--- config.mk ---
export PLATFORM = sky130hd
export DESIGN_NAME = rgb_white_balance
export DESIGN_NICKNAME = d
export VERILOG_FILES = /design/src/rtl/rgb_wb_pkg.sv /design/src/rtl/wb_seq_divider.sv /design/src/rtl/rgb_white_balance.sv
export SDC_FILE = /design/constraint.sdc
export NUM_CORES = 1
export LEC_CHECK = 0
export BUFFER_PORTS_ARGS = -buffer_cell sky130_fd_sc_hd__buf_4
export CAP_MARGIN = 20
export CORE_MARGIN = 5
export CORE_UTILIZATION = 36
export CTS_CLUSTER_SIZE = 14
export DETAILED_ROUTE_END_ITERATION = 16
export PLACE_DENSITY_LB_ADDON = 0.2
export SETUP_SLACK_MARGIN = 0.4
export SLEW_MARGIN = 15
export SYNTH_ARGS = -nofsm -noshare
export SYNTH_HDL_FRONTEND = slang
export SYNTH_SLANG_ARGS = --single-unit
--- constraint.sdc ---
create_clock -name clk -period 21.5 [get_ports clk]
set_input_delay 2.15 -clock clk [delete_from_list [all_inputs] [get_ports clk]]
set_output_delay 2.15 -clock clk [all_outputs]
set_load 0.005 [all_outputs]
--- src/rtl/rgb_wb_pkg.sv ---
`default_nettype none
// ============================================================================
// Module      : rgb_wb_pkg
// Description : Shared types and constants for the gray-world white-balance
//               stage: FSM state encoding, gain constants (expressed as
//               integer multiples of 1<<GAIN_FRAC) and the gain width helper.
// Revision    : 1.0 - initial release
// ============================================================================
package rgb_wb_pkg;

  typedef enum logic [1:0] {
    S_ACC   = 2'd0,  // accumulating frame statistics
    S_DIV_R = 2'd1,  // dividing sum_g by sum_r
    S_DIV_B = 2'd2,  // dividing sum_g by sum_b
    S_READY = 2'd3   // pending gains waiting for the next frame start
  } wb_state_t;

  // Integer value of the gain; the fixed-point code is this << GAIN_FRAC.
  localparam int GAIN_ONE = 1;
  localparam int GAIN_MAX = 4;

  // Gains are Q2.GAIN_FRAC plus one headroom bit so 4.0 is representable.
  function automatic int gain_width(input int gain_frac);
    return gain_frac + 3;
  endfunction

endpackage
`default_nettype wire

--- src/rtl/wb_seq_divider.sv ---
`default_nettype none
// ============================================================================
// Module      : wb_seq_divider
// Description : Restoring radix-2 sequential divider. One quotient bit per
//               cycle; a division occupies DVD_W+1 cycles from start to the
//               done pulse. The quotient is clamped to Q_MAX, and a zero
//               divisor also reports Q_MAX. abort cancels synchronously.
// Ports       : clk, reset      - clock, async active-high reset
//               start, abort    - begin a division / cancel the current one
//               dividend,divisor- operands, sampled on start
//               busy, done      - in progress / one-cycle completion pulse
//               quotient        - clamped result, valid from done onwards
// Revision    : 1.0 - initial release
// ============================================================================
module wb_seq_divider #(
  parameter int             DVD_W = 36,
  parameter int             DVS_W = 28,
  parameter int             Q_W   = 11,
  parameter logic [Q_W-1:0] Q_MAX = '1
) (
  input  logic             clk,
  input  logic             reset,
  input  logic             start,
  input  logic             abort,
  input  logic [DVD_W-1:0] dividend,
  input  logic [DVS_W-1:0] divisor,
  output logic             busy,
  output logic             done,
  output logic [Q_W-1:0]   quotient
);

  localparam int CNT_W = $clog2(DVD_W + 1);

  logic [DVS_W-1:0] rem;
  logic [DVD_W-1:0] qd;    // dividend bits shift out, quotient bits shift in
  logic [DVS_W-1:0] dvs;
  logic [CNT_W-1:0] cnt;

  logic [DVS_W:0]   rem_shift;
  logic             ge;
  logic [DVS_W-1:0] rem_next;
  logic [DVD_W-1:0] q_next;

  always_comb begin
    rem_shift = {rem, qd[DVD_W-1]};
    ge        = rem_shift >= {1'b0, dvs};
    rem_next  = ge ? DVS_W'(rem_shift - {1'b0, dvs}) : rem_shift[DVS_W-1:0];
    q_next    = {qd[DVD_W-2:0], ge};
  end

  always_ff @(posedge clk or posedge reset) begin
    if (reset) begin
      rem      <= '0;
      qd       <= '0;
      dvs      <= '0;
      cnt      <= '0;
      busy     <= 1'b0;
      done     <= 1'b0;
      quotient <= '0;
    end else begin
      done <= 1'b0;
      if (abort) begin
        busy <= 1'b0;
      end else if (start) begin
        rem  <= '0;
        qd   <= dividend;
        dvs  <= divisor;
        cnt  <= CNT_W'(DVD_W);
        busy <= 1'b1;
      end else if (busy) begin
        rem <= rem_next;
        qd  <= q_next;
        cnt <= cnt - CNT_W'(1);
        if (cnt == CNT_W'(1)) begin
          busy <= 1'b0;
          done <= 1'b1;
          if (dvs == '0 || q_next > {{(DVD_W-Q_W){1'b0}}, Q_MAX})
            quotient <= Q_MAX;
          else
            quotient <= q_next[Q_W-1:0];
        end
      end
    end
  end

endmodule
`default_nettype wire

--- src/rtl/rgb_white_balance.sv ---
`default_nettype none
// ============================================================================
// Module      : rgb_white_balance
// Description : Gray-world auto white balance. Accumulates per-channel sums
//               over a frame, computes R/B gains relative to G during
//               vertical blanking and applies them (rounded, saturated) to
//               the following frame. Fixed 2-cycle stream latency.
// Ports       : clk, reset                 - clock, async active-high reset
//               r/g/b_data_i, data_i_valid,
//               sop_i, eop_i               - input pixel stream
//               wb_en                      - 1 = apply gains, 0 = unity
//               r/g/b_data_o, data_o_valid,
//               sop_o, eop_o               - balanced stream, 2 cycles later
//               gain_r, gain_b             - active gains (Q2.GAIN_FRAC)
// Revision    : 1.0 - initial release
// ============================================================================
module rgb_white_balance
  import rgb_wb_pkg::*;
#(
  parameter  int DATA_WIDTH  = 8,
  parameter  int FRAME_LINES = 720,
  parameter  int SUM_W       = 28,
  parameter  int GAIN_FRAC   = 8,
  localparam int GAIN_W      = gain_width(GAIN_FRAC)
) (
  input  logic                  clk,
  input  logic                  reset,
  input  logic [DATA_WIDTH-1:0] r_data_i,
  input  logic [DATA_WIDTH-1:0] g_data_i,
  input  logic [DATA_WIDTH-1:0] b_data_i,
  input  logic                  data_i_valid,
  input  logic                  sop_i,
  input  logic                  eop_i,
  input  logic                  wb_en,
  output logic [DATA_WIDTH-1:0] r_data_o,
  output logic [DATA_WIDTH-1:0] g_data_o,
  output logic [DATA_WIDTH-1:0] b_data_o,
  output logic                  data_o_valid,
  output logic                  sop_o,
  output logic                  eop_o,
  output logic [GAIN_W-1:0]     gain_r,
  output logic [GAIN_W-1:0]     gain_b
);

  localparam int LINE_W = $clog2(FRAME_LINES + 1);
  localparam int DVD_W  = SUM_W + GAIN_FRAC;
  localparam int PROD_W = DATA_WIDTH + GAIN_W;
  localparam logic [GAIN_W-1:0] G_ONE      = GAIN_W'(GAIN_ONE) << GAIN_FRAC;
  localparam logic [GAIN_W-1:0] G_MAX      = GAIN_W'(GAIN_MAX) << GAIN_FRAC;
  localparam logic [PROD_W:0]   ROUND_HALF = (PROD_W+1)'(1) << (GAIN_FRAC - 1);
  localparam logic [PROD_W:0]   PIX_MAX    = (PROD_W+1)'((1 << DATA_WIDTH) - 1);

  // Round-half-up back to pixel scale, then saturate.
  function automatic logic [DATA_WIDTH-1:0] round_sat(input logic [PROD_W-1:0] prod);
    logic [PROD_W:0] scaled;
    scaled = ({1'b0, prod} + ROUND_HALF) >> GAIN_FRAC;
    return (scaled > PIX_MAX) ? '1 : scaled[DATA_WIDTH-1:0];
  endfunction

  wb_state_t         state;
  logic [LINE_W-1:0] line_cnt;
  logic [SUM_W-1:0]  sum_r, sum_g, sum_b;
  logic [GAIN_W-1:0] pend_r, pend_b;

  // ---------------------------------------------------------------- framing
  logic last_line, frame_start, frame_end;
  assign last_line   = (line_cnt == LINE_W'(FRAME_LINES - 1));
  assign frame_start = data_i_valid && sop_i && (line_cnt == '0);
  assign frame_end   = data_i_valid && eop_i && last_line;

  always_ff @(posedge clk or posedge reset) begin
    if (reset)
      line_cnt <= '0;
    else if (data_i_valid && eop_i)
      line_cnt <= last_line ? '0 : line_cnt + LINE_W'(1);
  end

  // The frame-start pixel replaces the running sum instead of adding to it.
  logic [SUM_W-1:0] next_r, next_g, next_b;
  always_comb begin
    next_r = SUM_W'(r_data_i) + (frame_start ? '0 : sum_r);
    next_g = SUM_W'(g_data_i) + (frame_start ? '0 : sum_g);
    next_b = SUM_W'(b_data_i) + (frame_start ? '0 : sum_b);
  end

  // ---------------------------------------------------------------- divider
  // The R division starts on the frame-end pixel itself, using the sums that
  // include it; the B division chains off the R done pulse using the
  // registered (snapshot) sums.
  logic              div_start, div_abort, div_busy, div_done;
  logic [DVD_W-1:0]  div_dividend;
  logic [SUM_W-1:0]  div_divisor;
  logic [GAIN_W-1:0] div_q;

  assign div_start    = (state == S_ACC && frame_end && !div_busy) ||
                        (state == S_DIV_R && div_done);
  assign div_abort    = frame_start && (state == S_DIV_R || state == S_DIV_B);
  assign div_dividend = (state == S_ACC) ? {next_g, {GAIN_FRAC{1'b0}}}
                                         : {sum_g,  {GAIN_FRAC{1'b0}}};
  assign div_divisor  = (state == S_ACC) ? next_r : sum_b;

  wb_seq_divider #(
    .DVD_W (DVD_W),
    .DVS_W (SUM_W),
    .Q_W   (GAIN_W),
    .Q_MAX (G_MAX)
  ) u_div (
    .clk      (clk),
    .reset    (reset),
    .start    (div_start),
    .abort    (div_abort),
    .dividend (div_dividend),
    .divisor  (div_divisor),
    .busy     (div_busy),
    .done     (div_done),
    .quotient (div_q)
  );

  // A frame start coinciding with the B done pulse still counts as a
  // completed computation, so the fresh quotient is forwarded directly.
  logic              apply, in_div;
  logic [GAIN_W-1:0] new_r, new_b;
  assign apply  = frame_start && (state == S_READY || (state == S_DIV_B && div_done));
  assign in_div = (state == S_DIV_R) || (state == S_DIV_B);
  assign new_r  = pend_r;
  assign new_b  = (state == S_READY) ? pend_b : div_q;

  // ---------------------------------------------------------------- FSM
  always_ff @(posedge clk or posedge reset) begin
    if (reset) begin
      state  <= S_ACC;
      sum_r  <= '0;
      sum_g  <= '0;
      sum_b  <= '0;
      pend_r <= G_ONE;
      pend_b <= G_ONE;
      gain_r <= G_ONE;
      gain_b <= G_ONE;
    end else if (frame_start && (state == S_READY || in_div)) begin
      // New frame while waiting or still dividing: restart accumulation.
      sum_r <= next_r;
      sum_g <= next_g;
      sum_b <= next_b;
      state <= S_ACC;
      if (apply) begin
        gain_r <= new_r;
        gain_b <= new_b;
      end
    end else begin
      case (state)
        S_ACC: begin
          if (data_i_valid) begin
            sum_r <= next_r;
            sum_g <= next_g;
            sum_b <= next_b;
            if (frame_end)
              state <= S_DIV_R;
          end
        end
        S_DIV_R: begin
          if (div_done) begin
            pend_r <= div_q;
            state  <= S_DIV_B;
          end
        end
        S_DIV_B: begin
          if (div_done) begin
            pend_b <= div_q;
            state  <= S_READY;
          end
        end
        default: ;  // S_READY: hold pending gains
      endcase
    end
  end

  // ---------------------------------------------------------------- datapath
  logic [GAIN_W-1:0] use_r, use_b;
  assign use_r = !wb_en ? G_ONE : (apply ? new_r : gain_r);
  assign use_b = !wb_en ? G_ONE : (apply ? new_b : gain_b);

  logic [PROD_W-1:0]     p1_r, p1_b;
  logic [DATA_WIDTH-1:0] p1_g;
  logic                  v1, s1, e1;

  always_ff @(posedge clk or posedge reset) begin
    if (reset) begin
      p1_r         <= '0;
      p1_b         <= '0;
      p1_g         <= '0;
      v1           <= 1'b0;
      s1           <= 1'b0;
      e1           <= 1'b0;
      r_data_o     <= '0;
      g_data_o     <= '0;
      b_data_o     <= '0;
      data_o_valid <= 1'b0;
      sop_o        <= 1'b0;
      eop_o        <= 1'b0;
    end else begin
      p1_r         <= PROD_W'(r_data_i) * PROD_W'(use_r);
      p1_b         <= PROD_W'(b_data_i) * PROD_W'(use_b);
      p1_g         <= g_data_i;
      v1           <= data_i_valid;
      s1           <= sop_i;
      e1           <= eop_i;
      r_data_o     <= round_sat(p1_r);
      g_data_o     <= p1_g;
      b_data_o     <= round_sat(p1_b);
      data_o_valid <= v1;
      sop_o        <= s1;
      eop_o        <= e1;
    end
  end

endmodule
`default_nettype wire

; After elaboration in Yosys (flattened, before gate mapping)
; Index checks and enable logic that the tools add are counted.
[totals]
regBits = 327
[op_classes]
add_sub_neg = 8
n_mul = 2
n_lt_le_gt_ge = 4
eq_ne = 9
n_mux = 44
bitwise_logic = 3
n_reduce_logical = 31
[op_table]
columns = op, count
row1 = 28-bit two-way mux, 16
row2 = 36-bit two-way mux, 3
row3 = 8-bit by 28-bit adder with 28-bit output, 3
row4 = 11-bit two-way mux, 6
row5 = 19-bit by 8-bit adder with 20-bit output (second input constant), 2
row6 = 8-bit by 11-bit multiplier with 19-bit output, 2
row7 = 36-bit by 11-bit > comparator with 1-bit output (second input constant), 1
row8 = 29-bit by 28-bit >= comparator with 1-bit output, 1
row9 = 28-bit logical NOT, 1
row10 = 28-bit subtractor, 1
row11 = 12-bit by 8-bit > comparator with 1-bit output (second input constant), 2
row12 = 8-bit two-way mux, 2
row13 = 6-bit two-way mux, 2
row14 = 1-bit logical AND, 11
row15 = 10-bit by 1-bit adder with 10-bit output (second input constant), 1
row16 = 10-bit equality test (second input constant), 1
row17 = 10-bit logical NOT, 1
row18 = 10-bit two-way mux, 1
row19 = 2-bit two-way mux, 5
row20 = 1-bit two-way mux, 8
row21 = 6-bit by 1-bit equality test with 1-bit output (second input constant), 1
row22 = 3-bit by 1-bit != test with 1-bit output (second input constant), 2
row23 = 3-bit by 2-bit != test with 1-bit output (second input constant), 2
row24 = 2-bit case mux with 3 select lines, 1
row25 = other kinds (13), 25

; Longest topological paths before layout
; Gate-level depths: netlist of the first run.
[logic_depth]
ltp_word = 7
depth_mapped = 28
mapped_depth_nobuf = 26

; Hierarchy
; A second synthesis of the first run with hierarchy kept.
[unflattened]
cells_unflattened = 2453
area_unflattened_um2 = 22392.7
[modules_own_cells]
columns = mod, instances, cells_each, area_each_um2, seq_area_each_um2
row1 = rgb_white_balance, 1, 1775, 16208.0, 5059.9
row2 = wb_seq_divider, 1, 678, 6184.7, 2777.7

; Worst setup path after synthesis of the first run
; OpenSTA, ideal clock, no wires.
[synth_path]
path_kind = input port to flip-flop
start = in sop_i
end = reg p1_b[18]
setup_time_ps = 80
arrival_ps = 7618
required_time_ps = 21420
path_slack_ps = 13802
path_stages = 23
path_cell_list = nand4bb_1 -> nor4_1 -> buf_2 -> buf_1 -> nand2_1 -> o211a_1 -> and2_1 -> fa_1 -> inv_1 -> fa_1 -> fa_1 -> fa_1 -> inv_1 -> ha_1 -> a21o_1 -> a21o_1 -> a21oi_1 -> o31ai_2 -> nor3_2 -> nor3_1 -> or3_1 -> a31oi_1 -> xnor2_1
[synth_via]
elab_chain_len = 6
[synth_rtl]
columns = item, line_no
row1 = "start, declared", rgb_white_balance.sv:32  ; input logic sop_i,
row2 = 1-bit logical AND (2 in series), rgb_white_balance.sv:68  ; assign frame_start = data_i_valid && sop_i && (line_cnt == '0);
row3 = 1-bit logical AND, rgb_white_balance.sv:123  ; assign apply = frame_start && (state == S_READY || (state == S_DIV_B && div_done));
row4 = 11-bit two-way mux, --
row5 = 11-bit two-way mux, rgb_white_balance.sv:180  ; assign use_b = !wb_en ? G_ONE : (apply ? new_b : gain_b);
row6 = 8-bit by 11-bit multiplier with 19-bit output, rgb_white_balance.sv:202  ; p1_b <= PROD_W'(b_data_i) * PROD_W'(use_b);
row7 = "end signal, assigned", rgb_white_balance.sv:202
row8 = "end, declared", rgb_white_balance.sv:182  ; logic [PROD_W-1:0] p1_r, p1_b;
; Every way passes these cells.
; A chain may end at the register's enable or synchronous reset.

; Worst setup path in the final report of the first run
[layout_path]
start = in data_i_valid
end = reg p1_r[18]
[layout_via]
elab_chain_len = 6
[layout_rtl]
columns = item, line_no
row1 = "start, declared", rgb_white_balance.sv:31  ; input logic data_i_valid,
row2 = 1-bit logical AND (2 in series), rgb_white_balance.sv:68
row3 = 1-bit logical AND, rgb_white_balance.sv:123
row4 = 11-bit two-way mux, --
row5 = 11-bit two-way mux, rgb_white_balance.sv:179  ; assign use_r = !wb_en ? G_ONE : (apply ? new_r : gain_r);
row6 = 8-bit by 11-bit multiplier with 19-bit output, rgb_white_balance.sv:201  ; p1_r <= PROD_W'(r_data_i) * PROD_W'(use_r);
row7 = "end signal, assigned", rgb_white_balance.sv:201
row8 = "end, declared", rgb_white_balance.sv:182
; Every way passes these cells.

==> flow_summary.yaml, run 1 <==
critical_path:
  crit_arrival_ns: 8.57
  slowest_delay_ns: 0.95
  critPathKind: "in -> reg"
  start_kind: "input pin"
  cp_max_fo: 14
  cp_slowest_cell: "or4_1"
  cpLargestDelayFamily: "adder cells"
  worstPathCellList: "buf_4 -> nand4bb_1 -> or4_1 -> nand2_1 -> a21boi_0 -> and2_1 -> fa_1 -> fa_1 -> fa_1 -> inv_1 -> fa_1 -> inv_1 -> ha_1 -> and3_1 -> nand3_1 -> o21ai_0 -> a21oi_1 -> a31oi_1 -> and2_1 -> a311oi_1 -> o21ba_1 -> xnor2_1"
  crit_buf_inv: 3
  cpMostUsedCell: "fa_1"
  required_ns: 21.98
  critPathCaptureType: "flop"
timing:
  worst_pin_slew_ns: 1.014
  hold_viol: 0
  max_freq_ghz: 0.1235
  skew_ns: 0.02093
  period_needed_ns: 8.096
  hold_slack_ns: 0.3334
  setup_slack_ns: 13.40
  final-setup-viol-count: 0
  setup_tns_ns: 0
  max_slew_margin_pct: 32.35
  finalMaxSlewViolations: 0
  fin_crit_sh_pct: 37.66
  grt_setup_unrepaired: "no"
clock_tree:
  cts_buffers: 40
  cts_root_buf: "clkbuf_16"
  clock-sinks: 313
  post_cts_buffers: 0
  cts_resized: 0
  cts_hold_buf: 0
  cts_tree: "done"
  cts_buffer_depth: 3
  htree_levels: 2
  clkLatencyLatePin_ns: 0.57
  clkTransAtPathRegs_ns: 0.06
cells_and_area:
  synthToLayoutAreaGrowth_pct: 12.53
  drive_gt1_share_pct: 9.272
  stdcell_area_um2: 24950
  fin_nets: 2757
drt:
  ant_nets: 0
  drt_first_pass_iters: 5
  drc: 0
  drt_iter0_markers: 1162
  avgRoutedWirePerCell_um: 18.20
  viasPerCell: 5.352
  drt-total-wl_mm: 60.12
  vias: 17683
global_routing:
  grt_pass1_vias: 17695
  grt_pass1_wl_mm: 98.04
  grt_max_degree: 91
  globalRouteOverflowTotal: 0
  grt_util_all_layers_pct: 17.97
  antenna_found_initial: 1
die:
  die_w_um: 258.2
  initial_core_util_pct: 36.13
  die_h_um: 258.2
  placementRows: 91
  die_area_um2: 66660
  core_um2: 61370
  io_pins: 79
job:
  max_cap_viol_count: 0
power:
  power_density_nw_per_um2: 105.9
  pwr-share-clk_pct: 26.0
  vdd_drop_max_v: 0.00004915
  power_leakage_nw: 11.78
  p_seq_share_pct: 32.0
  power_mw: 2.643
  p_comb_share_pct: 42.0
  switching_share_pct: 40.11
  intPower_mw: 1.583
  switchingPower_mw: 1.060
logic_synthesis:
  synth_cells: 2453
  async_flop_share_pct: 100.0
  synth_edf_count: 0
  synth_seq_cells: 313
  syn_nets: 2728
  netlist.area_leader.share_pct: 34.87
  yosys.area.top_type: "dfrtp_1"
  synth_seq_area_share_pct: 35.35
  syn_area_um2: 22170
  avgSynthCellArea_um2: 9.039
  yosys-top-cells-count: "nand2_1 (322), dfrtp_1 (309), inv_1 (210)"
  synth-main-ff-cell: "dfrtp_1"
  yosys-top-cells-area: "dfrtp_1 (35%), fa_1 (9.9%), ha_1 (7.6%), nand2_1 (5.5%), o21ai_0 (4.4%)"
  ys_types: 76
  ys_warn_count: 0
  yosysMostFrequentCell: "nand2_1"
worst_hold_path:
  hold_class: "reg -> reg"
placement:
  hpwlAfterDp_mm: 41.73
  post-place-ws_ns: 12.85
  place_area_um2: 23550
  portBuffers: 78
  place_congestion: 0.8356
status:
  status: "complete, no violations"
[layout by cell type, fill, tap and decap left out, types with 31 or more instances in the layout]
cell       instances
mux2_2            33
and2_1           152
inv_1            209
nor2_1           123
mux2i_1           32
a21oi_1          115
ha_1             134
nand3_1           46
clkbuf_16         40
fa_1             110
buf_4            100
xnor2_1           59
a22o_1            35
dfrtp_1          309
nor3_1            49
and3_1            31
o21ai_0          195
xor2_1            37
nand2_1          322
[final timing paths]
kind,slack (ns),start,endpoint,depth (start not counted)
min in group asynchronous,1.69,reset,p1_b[13]$_DFF_PP0_,2
worst min register to register,0.33,e1$_DFF_PP0_,eop_o$_DFF_PP0_,0
worst min-delay path,0.33,e1$_DFF_PP0_,eop_o$_DFF_PP0_,0
max in group asynchronous,18.46,reset,u_div.quotient[8]$_DFFE_PP0P_,3
worst max-delay path,13.40,data_i_valid,p1_r[18]$_DFF_PP0_,22
worst max register to register,14.33,state[0]$_DFFE_PP0P_,p1_r[18]$_DFF_PP0_,22
[metal layers]
metal / share of wire [%] / global-route usage, %
met3: 4.5 / 2.278
met5: 0 / 0
met4: 1.6 / 3.693
met1: 46 / 25.25
met2: 48 / 30.06
[cell families (layout without fill, tap and decap cells)]
family / after synthesis / count (layout) / synth area share (%)
buf+inv: 329 / 389 / 5.581
flops: 313 / 313 / 35.35
fa+ha+maj: 245 / 245 / 17.55
compound gates: 556 / 556 / 15.92
xor+xnor: 96 / 96 / 3.792
simple gates: 848 / 848 / 18.62
mux: 66 / 66 / 3.188
other cells: 0 / 1 / 0
[final cells by class]
| class | instances | area, µm² |
|---|---|---|
| Antenna cell | 1 | 2.502 |
| Clock buffer | 58 | 1149 |
| Clock inverter | 15 | 193.9 |
| Fill cell | 6063 | 36420 |
| Inverter | 211 | 799.5 |
| Multi-Input combinational cell | 1811 | 13160 |
| Sequential cell | 313 | 7838 |
| Tap cell | 790 | 988.4 |
| Timing Repair Buffer | 105 | 819.5 |
[flip-flops by register name, indices dropped and copies added (netlist names), 12 cells and up]
| register | flops |
|---|---|
| p1_r | 12 |
| u_div.qd | 36 |
| sum_g | 28 |
| sum_r | 28 |
| u_div.dvs | 28 |
| p1_b | 12 |
| u_div.rem | 28 |
| sum_b | 28 |
[worst register-to-register path, delay by kind of cell, from the launching register on]
family	cells	cell delay, ns
compound gates	7	2.11
xor+xnor	1	0.11
fa+ha+maj	6	2.88
buf+inv	2	0.09
flops	1	0.44
simple gates	6	1.47
[per-stage QoR]
stage	utilization, %	instances
2_1_floorplan	-	2453
3_3_place_gp	38.37	3226
3_5_place_dp	38.37	3226
4_1_cts	40.55	3299
5_1_grt	40.65	3303
6_report	40.66	3304
[power by group through the flow]
stage / combinational (mW) / clock [mW] / sequential (mW)
after floorplan: 0.842 / 0 / 0.813
after CTS: 1.11 / 0.707 / 0.845
after global routing: 1.25 / 0.731 / 0.865
after global placement: 1.09 / 0 / 0.851
after detailed placement: 1.10 / 0 / 0.854
final: 1.11 / 0.686 / 0.846
(Power assumes the default switching activity.)
==> run 2, diff against run 1 <==
ABC_AREA = 1   (was not set)
clock period = 7.1 ns   (was 21.5 ns; I/O delays follow)
==> flow_summary.yaml, run 2 <==
status:
  status: "complete, no violations"
die:
  placementRows: 93
  core_um2: 64350
  initial_core_util_pct: 36.32
  die_h_um: 264.8
  die_w_um: 264.8
  io_pins: 79
  die_area_um2: 70120
clock_tree:
  cts_resized: 0
  post_cts_buffers: 0
  cts_hold_buf: 0
  clkLatencyLatePin_ns: 0.57
  cts_tree: "done"
  clkTransAtPathRegs_ns: 0.06
  htree_levels: 2
  cts_root_buf: "clkbuf_16"
  cts_buffer_depth: 3
  clock-sinks: 313
  cts_buffers: 38
drt:
  vias: 19813
  drc: 0
  ant_nets: 0
  viasPerCell: 4.888
  avgRoutedWirePerCell_um: 15.34
  drt-total-wl_mm: 62.19
  drt_first_pass_iters: 5
  drt_iter0_markers: 1464
critical_path:
  cp_max_fo: 23
  r2r_setup_slack_ns: 0.91
  reg2regPathDepth: 26
  critPathCaptureType: "flop"
  rr_startpoint: "state[1]$_DFFE_PP0P_"
  start_kind: "flop"
  crit_arrival_ns: 6.64
  rr_endpoint: "p1_b[17]$_DFF_PP0_"
  critPathKind: "reg -> reg"
  required_ns: 7.56
placement:
  hpwlAfterDp_mm: 45.83
  dp_cells: 3982
  place_congestion: 0.8664
  place_area_um2: 24780
  portBuffers: 78
cells_and_area:
  antenna_cells: 0
  largest_register_ffs: 36
  n_fill_cell: 6756
  regMostFlops: "u_div.qd"
  mostFrequentLayoutCells: "nand2_1 (684), inv_1 (483), nor2_1 (408), dfrtp_1 (309), o21ai_0 (257)"
  drive_gt1_share_pct: 6.660
  final_common_cell: "nand2_1"
  stdcell_area_um2: 26120
  fin_nets: 3445
  synthToLayoutAreaGrowth_pct: 11.76
  fin_cells: 4053
global_routing:
  grt_pass1_vias: 19307
  grt_pass1_wl_mm: 102.6
  grt_max_degree: 171
  antenna_found_initial: 0
  globalRouteOverflowTotal: 0
  grt_util_all_layers_pct: 17.60
logic_synthesis:
  syn_nets: 3396
  synth_cells: 3121
  netlist.area_leader.share_pct: 33.08
  synth_edf_count: 0
  synth-main-ff-cell: "dfrtp_1"
  async_flop_share_pct: 100.0
  synth_seq_cells: 313
  avgSynthCellArea_um2: 7.489
  synth_seq_area_share_pct: 33.53
  yosysMostFrequentCell: "nand2_1"
  yosys-top-cells-area: "dfrtp_1 (33%), nand2_1 (11%), fa_1 (9.4%), inv_1 (7.8%), ha_1 (7.2%)"
  ys_types: 54
  yosys.area.top_type: "dfrtp_1"
  ys_warn_count: 0
  yosys-top-cells-count: "nand2_1 (684), inv_1 (485), nor2_1 (408)"
  syn_area_um2: 23370
power:
  power_leakage_nw: 13.45
  vdd_drop_max_v: 0.0001420
  power_density_nw_per_um2: 239.3
timing:
  period_needed_ns: 6.188
  hold_slack_ns: 0.1381
  fin_crit_sh_pct: 87.16
  finalMaxSlewViolations: 0
  setup_tns_ns: 0
  hold_viol: 0
  grt_setup_unrepaired: "no"
  max_freq_ghz: 0.1616
  skew_ns: 0.01383
  final-setup-viol-count: 0
  max_slew_margin_pct: 33.44
  worst_pin_slew_ns: 0.9922
worst_hold_path:
  hold_class: "in -> async"
job:
  max_cap_viol_count: 0
-- run 2: area by class of cell --
class                      instances  area, µm²  area share (%)
multi-input combinational       2227      13320           51.01
timing repair buffer              94      743.2           2.845
inverter                         496       1866           7.141
clock inverter                    13      167.7          0.6418
sequential                       313       7838           30.00
clock buffer                      55       1115           4.268
tap                              855       1070           4.095
-- run 2: stage by stage --
| stage | setup WS (ns) | power, mW | util, % |
|---|---|---|---|
| after floorplan | 1.501 | 3.776 | - |
| after global placement | 0.6569 | 4.255 | 38.51 |
| after detailed placement | 0.5080 | 4.264 | 38.51 |
| after CTS | 0.5450 | 6.325 | 40.50 |
| after global routing | 0.4419 | 6.751 | 40.60 |
| final | 0.9117 | 6.250 | 40.60 |
-- run 2: cell families (layout without fill, tap and decap cells) --
family / Yosys count / after routing / share of synthesized area [%]
AND/OR/NAND/NOR: 1363 / 1364 / 24.25
XOR/XNOR: 97 / 97 / 3.635
buffers and inverters: 582 / 658 / 9.555
AO/OA/AOI/OAI: 506 / 506 / 11.73
multiplexers: 15 / 15 / 0.6477
adder cells (fa/ha/maj): 245 / 245 / 16.65
flip-flops: 313 / 313 / 33.53
-- run 2: worst max-delay path, stage by stage (launching register included) --
cell	delay, ns
dfrtp_1	0.43
ha_1	0.17
buf_4	0.22
a21o_1	0.35
nand3_4	0.29
inv_1	0.21
nand2_1	0.07
nand2_1	0.06
inv_1	0.04
nor2_1	0.37
inv_1	0.14
nor2_1	0.14
fa_1	0.44
fa_1	0.47
fa_1	0.55
inv_1	0.05
fa_1	0.52
inv_1	0.04
ha_1	0.34
nand2_1	0.13
inv_1	0.06
a21oi_1	0.24
nor2_1	0.07
a2111oi_0	0.43
nand2_1	0.10
nand2_1	0.08
nand2_1	0.04
-- run 2: routing by layer --
metal  global-route usage [%]  routed length [µm]
met5                        0                   0
met1                    25.20               29850
met2                    28.75               28670
met4                    4.210                1210
met3                    1.977                2459
-- run 2: worst max path at each step --
| stage | start | to | slack, ns |
|---|---|---|---|
| after floorplan | state[0]$_DFFE_PP0P_ | p1_r[18]$_DFF_PP0_ | 1.50 |
| after global placement | data_i_valid | p1_r[18]$_DFF_PP0_ | 0.66 |
| after detailed placement | data_i_valid | p1_r[18]$_DFF_PP0_ | 0.51 |
| after CTS | line_cnt[0]$_DFFE_PP0P_ | p1_r[18]$_DFF_PP0_ | 0.55 |
| after global routing | line_cnt[0]$_DFFE_PP0P_ | p1_r[18]$_DFF_PP0_ | 0.44 |
| final | state[1]$_DFFE_PP0P_ | p1_b[17]$_DFF_PP0_ | 0.91 |
-- run 2: report_power, final --
part	switching, mW	internal (mW)
Combinational	1.30	0.735
Sequential	0.174	2.03
Clock	0.804	1.20
